--- src/rtl/systolic_arb_pkg.sv ---
// Shared constants and width helpers for the systolic engine arbiter.
package systolic_arb_pkg;

  localparam int unsigned STAT_W = 16;

  // Client index width; never narrower than one bit.
  function automatic int unsigned tag_w(input int unsigned n);
    return (n > 1) ? $clog2(n) : 1;
  endfunction

  // Flat width of one ROWS x ROWS A operand.
  function automatic int unsigned a_flat_w(input int unsigned rows, input int unsigned width);
    return rows * rows * width;
  endfunction

  // Flat width of one ROWS x COLS B operand.
  function automatic int unsigned b_flat_w(input int unsigned rows, input int unsigned cols,
                                           input int unsigned width);
    return rows * cols * width;
  endfunction

  // Flat width of one ROWS x COLS result matrix.
  function automatic int unsigned c_flat_w(input int unsigned rows, input int unsigned cols,
                                           input int unsigned acc_width);
    return rows * cols * acc_width;
  endfunction

endpackage

--- src/rtl/systolic_tag_fifo.sv ---
// In-order tag FIFO recording which client owns each in-flight operation.
// DEPTH must be a power of two so the pointers wrap naturally.
module systolic_tag_fifo #(
  parameter int unsigned DEPTH = 4,
  parameter int unsigned W     = 1
) (
  input  logic                   clk,
  input  logic                   rst_n,
  input  logic                   push_i,
  input  logic                   pop_i,
  input  logic [W-1:0]           din_i,
  output logic [W-1:0]           head_o,
  output logic                   full_o,
  output logic                   empty_o,
  output logic [$clog2(DEPTH):0] count_o
);

  localparam int unsigned PW = $clog2(DEPTH);

  logic [W-1:0]  mem_q [DEPTH];
  logic [PW-1:0] wr_ptr_q, rd_ptr_q;
  logic [PW:0]   count_q, count_d;
  logic          do_push, do_pop;

  assign full_o  = (count_q == (PW+1)'(DEPTH));
  assign empty_o = (count_q == '0);
  assign count_o = count_q;
  assign head_o  = mem_q[rd_ptr_q];
  assign do_push = push_i & ~full_o;
  assign do_pop  = pop_i & ~empty_o;

  // Occupancy update; simultaneous push and pop leaves it unchanged.
  always_comb begin
    count_d = count_q;
    case ({do_push, do_pop})
      2'b10:   count_d = count_q + (PW+1)'(1);
      2'b01:   count_d = count_q - (PW+1)'(1);
      default: count_d = count_q;
    endcase
  end

  // Storage, pointers and occupancy registers.
  always_ff @(posedge clk or negedge rst_n) begin
    if (!rst_n) begin
      for (int unsigned i = 0; i < DEPTH; i++) mem_q[i] <= '0;
      wr_ptr_q <= '0;
      rd_ptr_q <= '0;
      count_q  <= '0;
    end else begin
      if (do_push) begin
        mem_q[wr_ptr_q] <= din_i;
        wr_ptr_q        <= wr_ptr_q + PW'(1);
      end
      if (do_pop) rd_ptr_q <= rd_ptr_q + PW'(1);
      count_q <= count_d;
    end
  end

endmodule

--- src/rtl/systolic_arbiter.sv ---
// Round-robin sharing of one systolic matmul engine between NREQ clients,
// with in-order routing of results back to their owners.
// Optional macro SYSTOLIC_ARB_STATS_EN adds per-client accept counters
// (stat_grants) and a stall-cycle counter (stat_stall).
module systolic_arbiter
  import systolic_arb_pkg::*;
#(
  parameter int unsigned NREQ         = 2,
  parameter int unsigned ROWS         = 2,
  parameter int unsigned COLS         = 2,
  parameter int unsigned WIDTH        = 4,
  parameter int unsigned ACC_WIDTH    = 9,
  parameter int unsigned MAX_INFLIGHT = 4
) (
  input  logic                                           clk,
  input  logic                                           rst_n,
  input  logic [NREQ-1:0]                                req_valid,
  output logic [NREQ-1:0]                                req_ready,
  input  logic [NREQ*a_flat_w(ROWS, WIDTH)-1:0]          req_a,
  input  logic [NREQ*b_flat_w(ROWS, COLS, WIDTH)-1:0]    req_b,
  output logic [NREQ-1:0]                                rsp_valid,
  output logic [c_flat_w(ROWS, COLS, ACC_WIDTH)-1:0]     rsp_c,
  output logic [a_flat_w(ROWS, WIDTH)-1:0]               eng_a,
  output logic [b_flat_w(ROWS, COLS, WIDTH)-1:0]         eng_b,
  output logic                                           eng_in_valid,
  input  logic                                           eng_in_ready,
  input  logic [c_flat_w(ROWS, COLS, ACC_WIDTH)-1:0]     eng_c,
  input  logic                                           eng_out_valid,
  output logic                                           busy,
  output logic                                           err_unexpected
`ifdef SYSTOLIC_ARB_STATS_EN
  ,
  output logic [NREQ*STAT_W-1:0]                         stat_grants,
  output logic [STAT_W-1:0]                              stat_stall
`endif
);

  localparam int unsigned TAG_W = tag_w(NREQ);
  localparam int unsigned AW    = a_flat_w(ROWS, WIDTH);
  localparam int unsigned BW    = b_flat_w(ROWS, COLS, WIDTH);
  localparam int unsigned CW    = c_flat_w(ROWS, COLS, ACC_WIDTH);
  localparam int unsigned CNT_W = $clog2(MAX_INFLIGHT) + 1;

  logic [TAG_W-1:0] rr_ptr_q, rr_ptr_d;
  logic [TAG_W-1:0] gnt_idx;
  logic             gnt_any;
  logic             accept, pop;
  logic             fifo_full, fifo_empty;
  logic [TAG_W-1:0] fifo_head;
  logic [CNT_W-1:0] fifo_count;
  logic [NREQ-1:0]  rsp_valid_q, rsp_valid_d;
  logic [CW-1:0]    rsp_c_q, rsp_c_d;
  logic             err_q, err_d;

  // Round-robin search: indices at/after rr_ptr first, then the wrapped lower ones.
  // Gated by rst_n so nothing is offered to the engine while reset is held.
  always_comb begin
    gnt_any = 1'b0;
    gnt_idx = '0;
    for (int unsigned i = 0; i < NREQ; i++) begin
      if (!gnt_any && req_valid[i] && (TAG_W'(i) >= rr_ptr_q)) begin
        gnt_any = 1'b1;
        gnt_idx = TAG_W'(i);
      end
    end
    for (int unsigned i = 0; i < NREQ; i++) begin
      if (!gnt_any && req_valid[i] && (TAG_W'(i) < rr_ptr_q)) begin
        gnt_any = 1'b1;
        gnt_idx = TAG_W'(i);
      end
    end
    if (fifo_full || !rst_n) gnt_any = 1'b0;
  end

  // Operand mux and per-client ready; zero operands when nothing is granted.
  always_comb begin
    eng_a     = '0;
    eng_b     = '0;
    req_ready = '0;
    for (int unsigned i = 0; i < NREQ; i++) begin
      if (gnt_any && (gnt_idx == TAG_W'(i))) begin
        eng_a        = req_a[i*AW +: AW];
        eng_b        = req_b[i*BW +: BW];
        req_ready[i] = eng_in_ready;
      end
    end
  end

  assign eng_in_valid = gnt_any;
  assign accept       = gnt_any & eng_in_ready;
  assign pop          = eng_out_valid & ~fifo_empty;

  systolic_tag_fifo #(
    .DEPTH (MAX_INFLIGHT),
    .W     (TAG_W)
  ) u_tag_fifo (
    .clk     (clk),
    .rst_n   (rst_n),
    .push_i  (accept),
    .pop_i   (pop),
    .din_i   (gnt_idx),
    .head_o  (fifo_head),
    .full_o  (fifo_full),
    .empty_o (fifo_empty),
    .count_o (fifo_count)
  );

  assign busy = (fifo_count != '0);

  // Pointer moves to the slot after the accepted client, wrapping at NREQ.
  always_comb begin
    rr_ptr_d = rr_ptr_q;
    if (accept) begin
      rr_ptr_d = (gnt_idx == TAG_W'(NREQ - 1)) ? '0 : gnt_idx + TAG_W'(1);
    end
  end

  // Response next-state: route popped result to the head owner; flag orphan results.
  always_comb begin
    rsp_valid_d = '0;
    rsp_c_d     = rsp_c_q;
    err_d       = err_q | (eng_out_valid & fifo_empty);
    if (pop) begin
      rsp_c_d = eng_c;
      for (int unsigned i = 0; i < NREQ; i++) begin
        rsp_valid_d[i] = (fifo_head == TAG_W'(i));
      end
    end
  end

  // Arbitration pointer and registered response stage.
  always_ff @(posedge clk or negedge rst_n) begin
    if (!rst_n) begin
      rr_ptr_q    <= '0;
      rsp_valid_q <= '0;
      rsp_c_q     <= '0;
      err_q       <= 1'b0;
    end else begin
      rr_ptr_q    <= rr_ptr_d;
      rsp_valid_q <= rsp_valid_d;
      rsp_c_q     <= rsp_c_d;
      err_q       <= err_d;
    end
  end

  assign rsp_valid      = rsp_valid_q;
  assign rsp_c          = rsp_c_q;
  assign err_unexpected = err_q;

`ifdef SYSTOLIC_ARB_STATS_EN
  logic [STAT_W-1:0] grants_q [NREQ];
  logic [STAT_W-1:0] stall_q;

  // Saturating accept counters per client and stall-cycle counter.
  always_ff @(posedge clk or negedge rst_n) begin
    if (!rst_n) begin
      for (int unsigned i = 0; i < NREQ; i++) grants_q[i] <= '0;
      stall_q <= '0;
    end else begin
      for (int unsigned i = 0; i < NREQ; i++) begin
        if (accept && (gnt_idx == TAG_W'(i)) && (grants_q[i] != '1)) begin
          grants_q[i] <= grants_q[i] + STAT_W'(1);
        end
      end
      if ((|req_valid) && !accept && (stall_q != '1)) stall_q <= stall_q + STAT_W'(1);
    end
  end

  // Flatten the per-client counters onto the output bus.
  always_comb begin
    stat_grants = '0;
    for (int unsigned i = 0; i < NREQ; i++) stat_grants[i*STAT_W +: STAT_W] = grants_q[i];
  end

  assign stat_stall = stall_q;
`endif

endmodule

--- config.mk ---
export PLATFORM = sky130hd
export DESIGN_NAME = systolic_arbiter
export DESIGN_NICKNAME = d
export VERILOG_FILES = /design/src/rtl/systolic_arb_pkg.sv /design/src/rtl/systolic_tag_fifo.sv /design/src/rtl/systolic_arbiter.sv
export SDC_FILE = /design/constraint.sdc
export NUM_CORES = 1
export LEC_CHECK = 0
export CAP_MARGIN = 15
export CELL_PAD_IN_SITES_DETAIL_PLACEMENT = 0
export CELL_PAD_IN_SITES_GLOBAL_PLACEMENT = 2
export CORE_MARGIN = 4
export CORE_UTILIZATION = 20
export CTS_CLUSTER_SIZE = 24
export DETAILED_ROUTE_END_ITERATION = 10
export MAX_ROUTING_LAYER = met4
export PLACE_DENSITY = 0.92
export SYNTH_ARGS = -nofsm -noshare
export SYNTH_HDL_FRONTEND = slang
export SYNTH_HIERARCHICAL = 1
export SYNTH_SLANG_ARGS = --single-unit
--- constraint.sdc ---
create_clock -name clk -period 3.3 [get_ports clk]
set_input_delay 0.33 -clock clk [delete_from_list [all_inputs] [get_ports clk]]
set_output_delay 0.33 -clock clk [all_outputs]
set_load 0.01 [all_outputs]
# --- Word-level counts from Yosys, hierarchy flattened ---
# Cells that the tools add are included.
# Widths: inputs -> output; s select.
word_totals:
  ff_bits: 51
  inputBits: 106
  out_inout_bits: 75
  wordCells: 79
op_classes:
  n_addsub: 5
  magnitude_cmp: 7
  eq_ne: 3
  n_mux: 23
  n_bitwise: 12
  reduce_logical: 18
ops:
  columns: ["operator", "n"]
  rows:
  - ["$mux 16", 4]
  - ["$mux 1", 14]
  - ["$logic_and 1x1->1", 10]
  - ["$ge 3x3->1 const B", 2]
  - ["$not 2->3", 2]
  - ["$pmux 3 s2", 1]
  - ["$and 1x1->1", 5]
  - ["$add 2x1->2 const B", 2]
  - ["$bwmux 4", 1]
  - ["$logic_not 1->1", 4]
  - ["$not 1->1", 4]
  - ["$add 3x1->3 const B", 1]
  - ["$eq 3x3->1 const B", 1]
  - ["$logic_not 3->1", 1]
  - ["$lt 3x1->1 const B", 1]
  - ["$reduce_bool 3->1", 1]
  - ["$sub 3x1->3 const B", 1]
  - ["$bmux 1 s2", 1]
  - ["$demux 1 s2", 1]
  - ["$eq 2x1->1 const B", 1]
  - ["$eq 2x2->1 const B", 1]
  - ["$ge 1x1->1 const A", 2]
  - ["$lt 1x1->1 const A", 2]
  - ["$mux 2", 1]
  - ["other kinds (4)", 4]

# --- Longest topological paths before layout ---
logic_depth:
  ltp_word: 20
  depth_mapped: 12
  mapped_depth_nobuf: 11

# --- Modules after synthesis ---
# The synthesis kept the hierarchy.
by_module_without_submodules:
  columns: ["mod", "instances", "cells_per_inst", "area_per_inst_um2", "seq_area_each_um2"]
  rows:
  - ["systolic_arbiter", 1, 137, 1943.1, 1001.0]
  - ["systolic_tag_fifo", 1, 54, 605.6, 275.3]

# --- Worst setup path after synthesis ---
# OpenSTA, ideal clock, no wires.
synth_timing:
  path_kind: "register -> register"
  start: "register u_tag_fifo.count_q[0] (netlist: u_tag_fifo/count_o[0])"
  end: "register u_tag_fifo.count_q[2] (netlist: u_tag_fifo/count_o[2])"
  setup_ns: 0.079
  arrival_time_ns: 2.294
  required_time_ns: 3.221
  setup_slack_ns: 0.926
  stages_incl_launch_ff: 13
  n_path_buf: 1
  period_less_slack_ns: 2.374
  cell_sequence: "dfrtp_1 > nor3b_4 > nor2b_4 > o21a_1 > and2_1 > nand2b_1 > buf_6 > ha_1 > inv_1 > fa_1 > xor2_1 > nor2_1 > xor2_1"
synth_via:
  elab_chain_cells: 7
  elab_cells_between_ends: 16
  cone_classes: "add/sub: 2; eq/ne: 3; mux: 2; bitwise: 6; reduce/logical: 3"
synth_rtl:
  columns: ["element", "line", "rtl"]
  rows:
  - ["from (decl)", "systolic_tag_fifo.sv:22", "logic [PW:0] count_q, count_d;"]
  - ["from (signal assigned)", "systolic_tag_fifo.sv:55", "count_q <= count_d;"]
  - ["$eq 3x3->1 *", "systolic_tag_fifo.sv:25", "assign full_o = (count_q == (PW+1)'(DEPTH));"]
  - ["named net fifo_full", "systolic_arbiter.sv:48", "logic fifo_full, fifo_empty;"]
  - ["$logic_or 1x1->1 *", "systolic_arbiter.sv:72", "if (fifo_full || !rst_n) gnt_any = 1'b0;"]
  - ["$mux 1 *", "systolic_arbiter.sv:72", null]
  - ["named net eng_in_valid", "systolic_arbiter.sv:25", "output logic eng_in_valid,"]
  - ["$and 1x1->1 *", "systolic_arbiter.sv:90", "assign accept = gnt_any & eng_in_ready;"]
  - ["named net accept", "systolic_arbiter.sv:47", "logic accept, pop;"]
  - ["$and 1x1->1 *", "systolic_tag_fifo.sv:29", "assign do_push = push_i & ~full_o;"]
  - ["$eq 2x1->1 / $eq 2x2->1 (equally long branches)", "systolic_tag_fifo.sv:35", "case ({do_push, do_pop})"]
  - ["$pmux 3 s2 / $reduce_bool 2->1 (equally long branches)", null, null]
# Mark *: on every way through the listed nets, which the timed path passes. The rest lies on a longest branch.
# A chain may end at the register's enable or synchronous reset.

# --- Worst setup path in the final report ---
layout_timing:
  start: "register u_tag_fifo.count_q[0] (netlist: u_tag_fifo/count_o[0])"
  end: "output eng_b[0]"
layout_via:
  elab_chain_cells: 6
  elab_cells_between_ends: 7
  cone_classes: "eq/ne: 1; mux: 3; reduce/logical: 3"
layout_rtl:
  columns: ["element", "line", "rtl"]
  rows:
  - ["$eq 3x3->1 *", "systolic_tag_fifo.sv:25", null]
  - ["named net fifo_full", "systolic_arbiter.sv:48", null]
  - ["$logic_or 1x1->1 *", "systolic_arbiter.sv:72", null]
  - ["$mux 1 *", "systolic_arbiter.sv:72", null]
  - ["$logic_and 1x1->1", "systolic_arbiter.sv:81", "if (gnt_any && (gnt_idx == TAG_W'(i))) begin"]
  - ["$mux 16", "systolic_arbiter.sv:81", null]
  - ["$mux 16 *", "systolic_arbiter.sv:81", null]
  - ["to (decl)", "systolic_arbiter.sv:24", "output logic [b_flat_w(ROWS, COLS, WIDTH)-1:0] eng_b,"]
# Marked as above.

==> key figures <==
Status
  • Status: finished, final reports clean

Detailed routing
  • Vias: 2264
  • Vias per cell: approximately 4.2
  • ANT nets after route: 0
  • Total Wirelength: 8.27 mm
  • Pre-Repair DR Iteration Count: 5
  • Residual DRC: 0
  • Wire per inst: 15.4 um
  • DRT iter0 DRCs: 65

Place
  • Hpwl dp: 6.67 mm
  • Routability cong.: 0.747
  • I/O Buffers: 180
  • Pre-CTS setup slack: 0.608 ns

Synth
  • Synthesized instance count: 191
  • Register area share after synthesis: 50.1%
  • Mapped Nets: 303
  • Commonest cells in the netlist: 51 x dfrtp_1, 36 x mux2_2, 30 x a22o_1, 10 x nand2_1
  • Cell with the most instances after synthesis: dfrtp_1
  • Synth cell types: 33
  • Synth top area share: 50.1%
  • EDFF count, synth: 0
  • Leading area contributor after synthesis: dfrtp_1
  • Main area contributors after synthesis: dfrtp_1 50%, mux2_2 16%, a22o_1 10%
  • Ys Warns: 6
  • Asr flop ratio synth: 100%
  • Post-synthesis cell area: 0.00255 sq mm
  • Syn Area/Cell: 13.3 sq um
  • Main flop type after synthesis: dfrtp_1
  • #FFs+latches synth: 51

Setup path
  • R2R cell count: 11
  • CP startpoint: u_tag_fifo/count_o[0]$_DFFE_PN0P_
  • Reg2reg end: u_tag_fifo/count_o[2]$_DFFE_PN0P_
  • Setup crit end kind: output port
  • CP Class: register to output port
  • CP Max Fanout: 33
  • Critical Path AT: 2.38 ns
  • Reg-to-reg startpoint: u_tag_fifo/count_o[0]$_DFFE_PN0P_
  • Slack of the worst reg-to-reg path: 0.65 ns
  • Setup crit start kind: register
  • WP data required: 2.97 ns

Power
  • Max rail drop VDD: 0.000342 V
  • Final Power: 2.92 mW
  • Cell Pwr Density: ~630 mW/mm^2
  • Leakage power total: 1.85 nW

STA
  • Relative slew slack: 56.1%
  • RSZ-0062 raised after global routing: no
  • Slew Viols, Final: 0
  • Setup total negative slack: 0 ns
  • Worst slew pin tran: 0.659 ns
  • Final Skew: 0.00681 ns
  • Final Hold Vio Count: 0
  • Highest Clock Rate: 369 MHz
  • Setup ws final: 0.591 ns
  • Crit path time final: 2.71 ns
  • Final setup viols: 0
  • Hold slack: 0.226 ns
  • Share of the clock period used by the worst path: 82.1%

Clocking
  • Root Driver: clkbuf_16
  • CTS clk-pin slew, worst paths: approximately 0.070 ns
  • CTS Buf Count: 5
  • Worst-Skew Late Latency: 0.29 ns
  • Clock tree buffer depth: 2
  • H-Tree Depth: 2
  • Hold Buf Count CTS: 0
  • Post_cts resized: 0
  • CTS Sinks: 51
  • CTS tree: built
  • Postcts setup bufs: 0

Die
  • Ports: 181
  • Area of the core: 0.0123 sq mm
  • Die area: 0.0146 sq mm
  • Cell Rows: 40
  • Die W: 121 um
  • Chip height: about 120 um
  • Initial Utilization: 20.8%

Finish
  • Synthesis-to-layout area growth: 80.7%
  • Share of cells above drive strength 1: between 15 and 20%
  • Final net count: 481
  • Post-layout util: 37.6%
  • Antenna fix cells: 0

Hold path
  • Hold crit path type: input pin to asynchronous set/reset pin

Flow run
  • MaxCap Viol Count: 0

GRT
  • Global Route Usage Sum: 11.1%
  • First-pass GRT wire length: ~13 mm
  • Pin count of the biggest net entering global routing: 52
  • Number of global-route vias before repair: about 2500
  • Initial antenna violation count: 0
  • GRT Residual Overflow: 0
cell type report:
class	count	area (sq um)
Fill cell	1208	7660
Sequential cell	51	1280
Inverter	5	18.8
Multi-Input combinational cell	122	1110
Clock inverter	1	7.51
Clock buffer	7	153
Timing Repair Buffer	184	1830
Tap cell	168	210
worst max path at each step:
stage          slack, ns  depth (start not counted)                                 to
2_1_floorplan       0.93                         12  u_tag_fifo/count_o[2]$_DFFE_PN0P_
3_3_place_gp        0.74                         10  u_tag_fifo/count_o[2]$_DFFE_PN0P_
3_5_place_dp        0.61                         10  u_tag_fifo/count_o[2]$_DFFE_PN0P_
4_1_cts             0.58                          6                           eng_b[0]
5_1_grt             0.49                          6                          eng_a[15]
6_report            0.59                          6                           eng_b[0]
critical path, stage by stage (launching register included):
cell             delay (ns)
dfrtp_1                0.47
nor3b_4                0.34
nor2b_4                0.09
and3_1                 0.19
buf_4                  0.24
a22o_2                 0.30
clkdlybuf4s50_1        0.48
metrics by stage:
step	std cells	area [sq um]
after detailed placement	530	4450
after global placement	530	4450
after CTS	538	4610
final	538	4610
after global routing	538	4610
after floorplan	191	2550
cell usage in the layout (no fill, tap or decap), drive strengths merged, types with 2 or more instances in the layout:
cell type	synthesis	routed
a22o	32	32
nor2b	3	3
inv	5	5
xor2	3	3
mux2	37	37
clkdlybuf4s50	0	179
o21ai	8	8
and2	5	5
dfrtp	51	51
nand2b	2	2
buf	13	5
clkbuf	0	7
xnor2	3	3
ha	5	5
and3	2	2
nand2	10	10
layer usage:
metal	vias up	wire, um	GRT usage [%]
li1	1052	-	-
met1	1077	3170	12.1
met2	127	4090	19.6
met3	8	889	3.92
met4	0	114	2.41
met5	-	0	-
state kept, by name (all words and copies together), names as in the netlist:
name,cells
rsp_c,36
rsp_valid,2
err_unexpected,1
rr_ptr_q,1
u_tag_fifo/mem_q,4
u_tag_fifo/rd_ptr_q,2
u_tag_fifo/count_o,3
u_tag_fifo/wr_ptr_q,2
logic make-up after synthesis:
logic type | after synthesis | synth area share [%]
flops | 51 | 50.1
compound gates | 45 | 14.2
mux | 39 | 17.8
simple gates | 26 | 6.19
buf+inv | 18 | 6.43
xor+xnor | 6 | 2.06
fa+ha+maj | 6 | 3.24
where the power goes:
group          internal [mW]  switching, mW
sequential             0.856          0.154
combinational          0.837          0.534
clock                  0.323          0.218
total                   2.02          0.905
No activity file was read; power rests on OpenSTA's default activity.
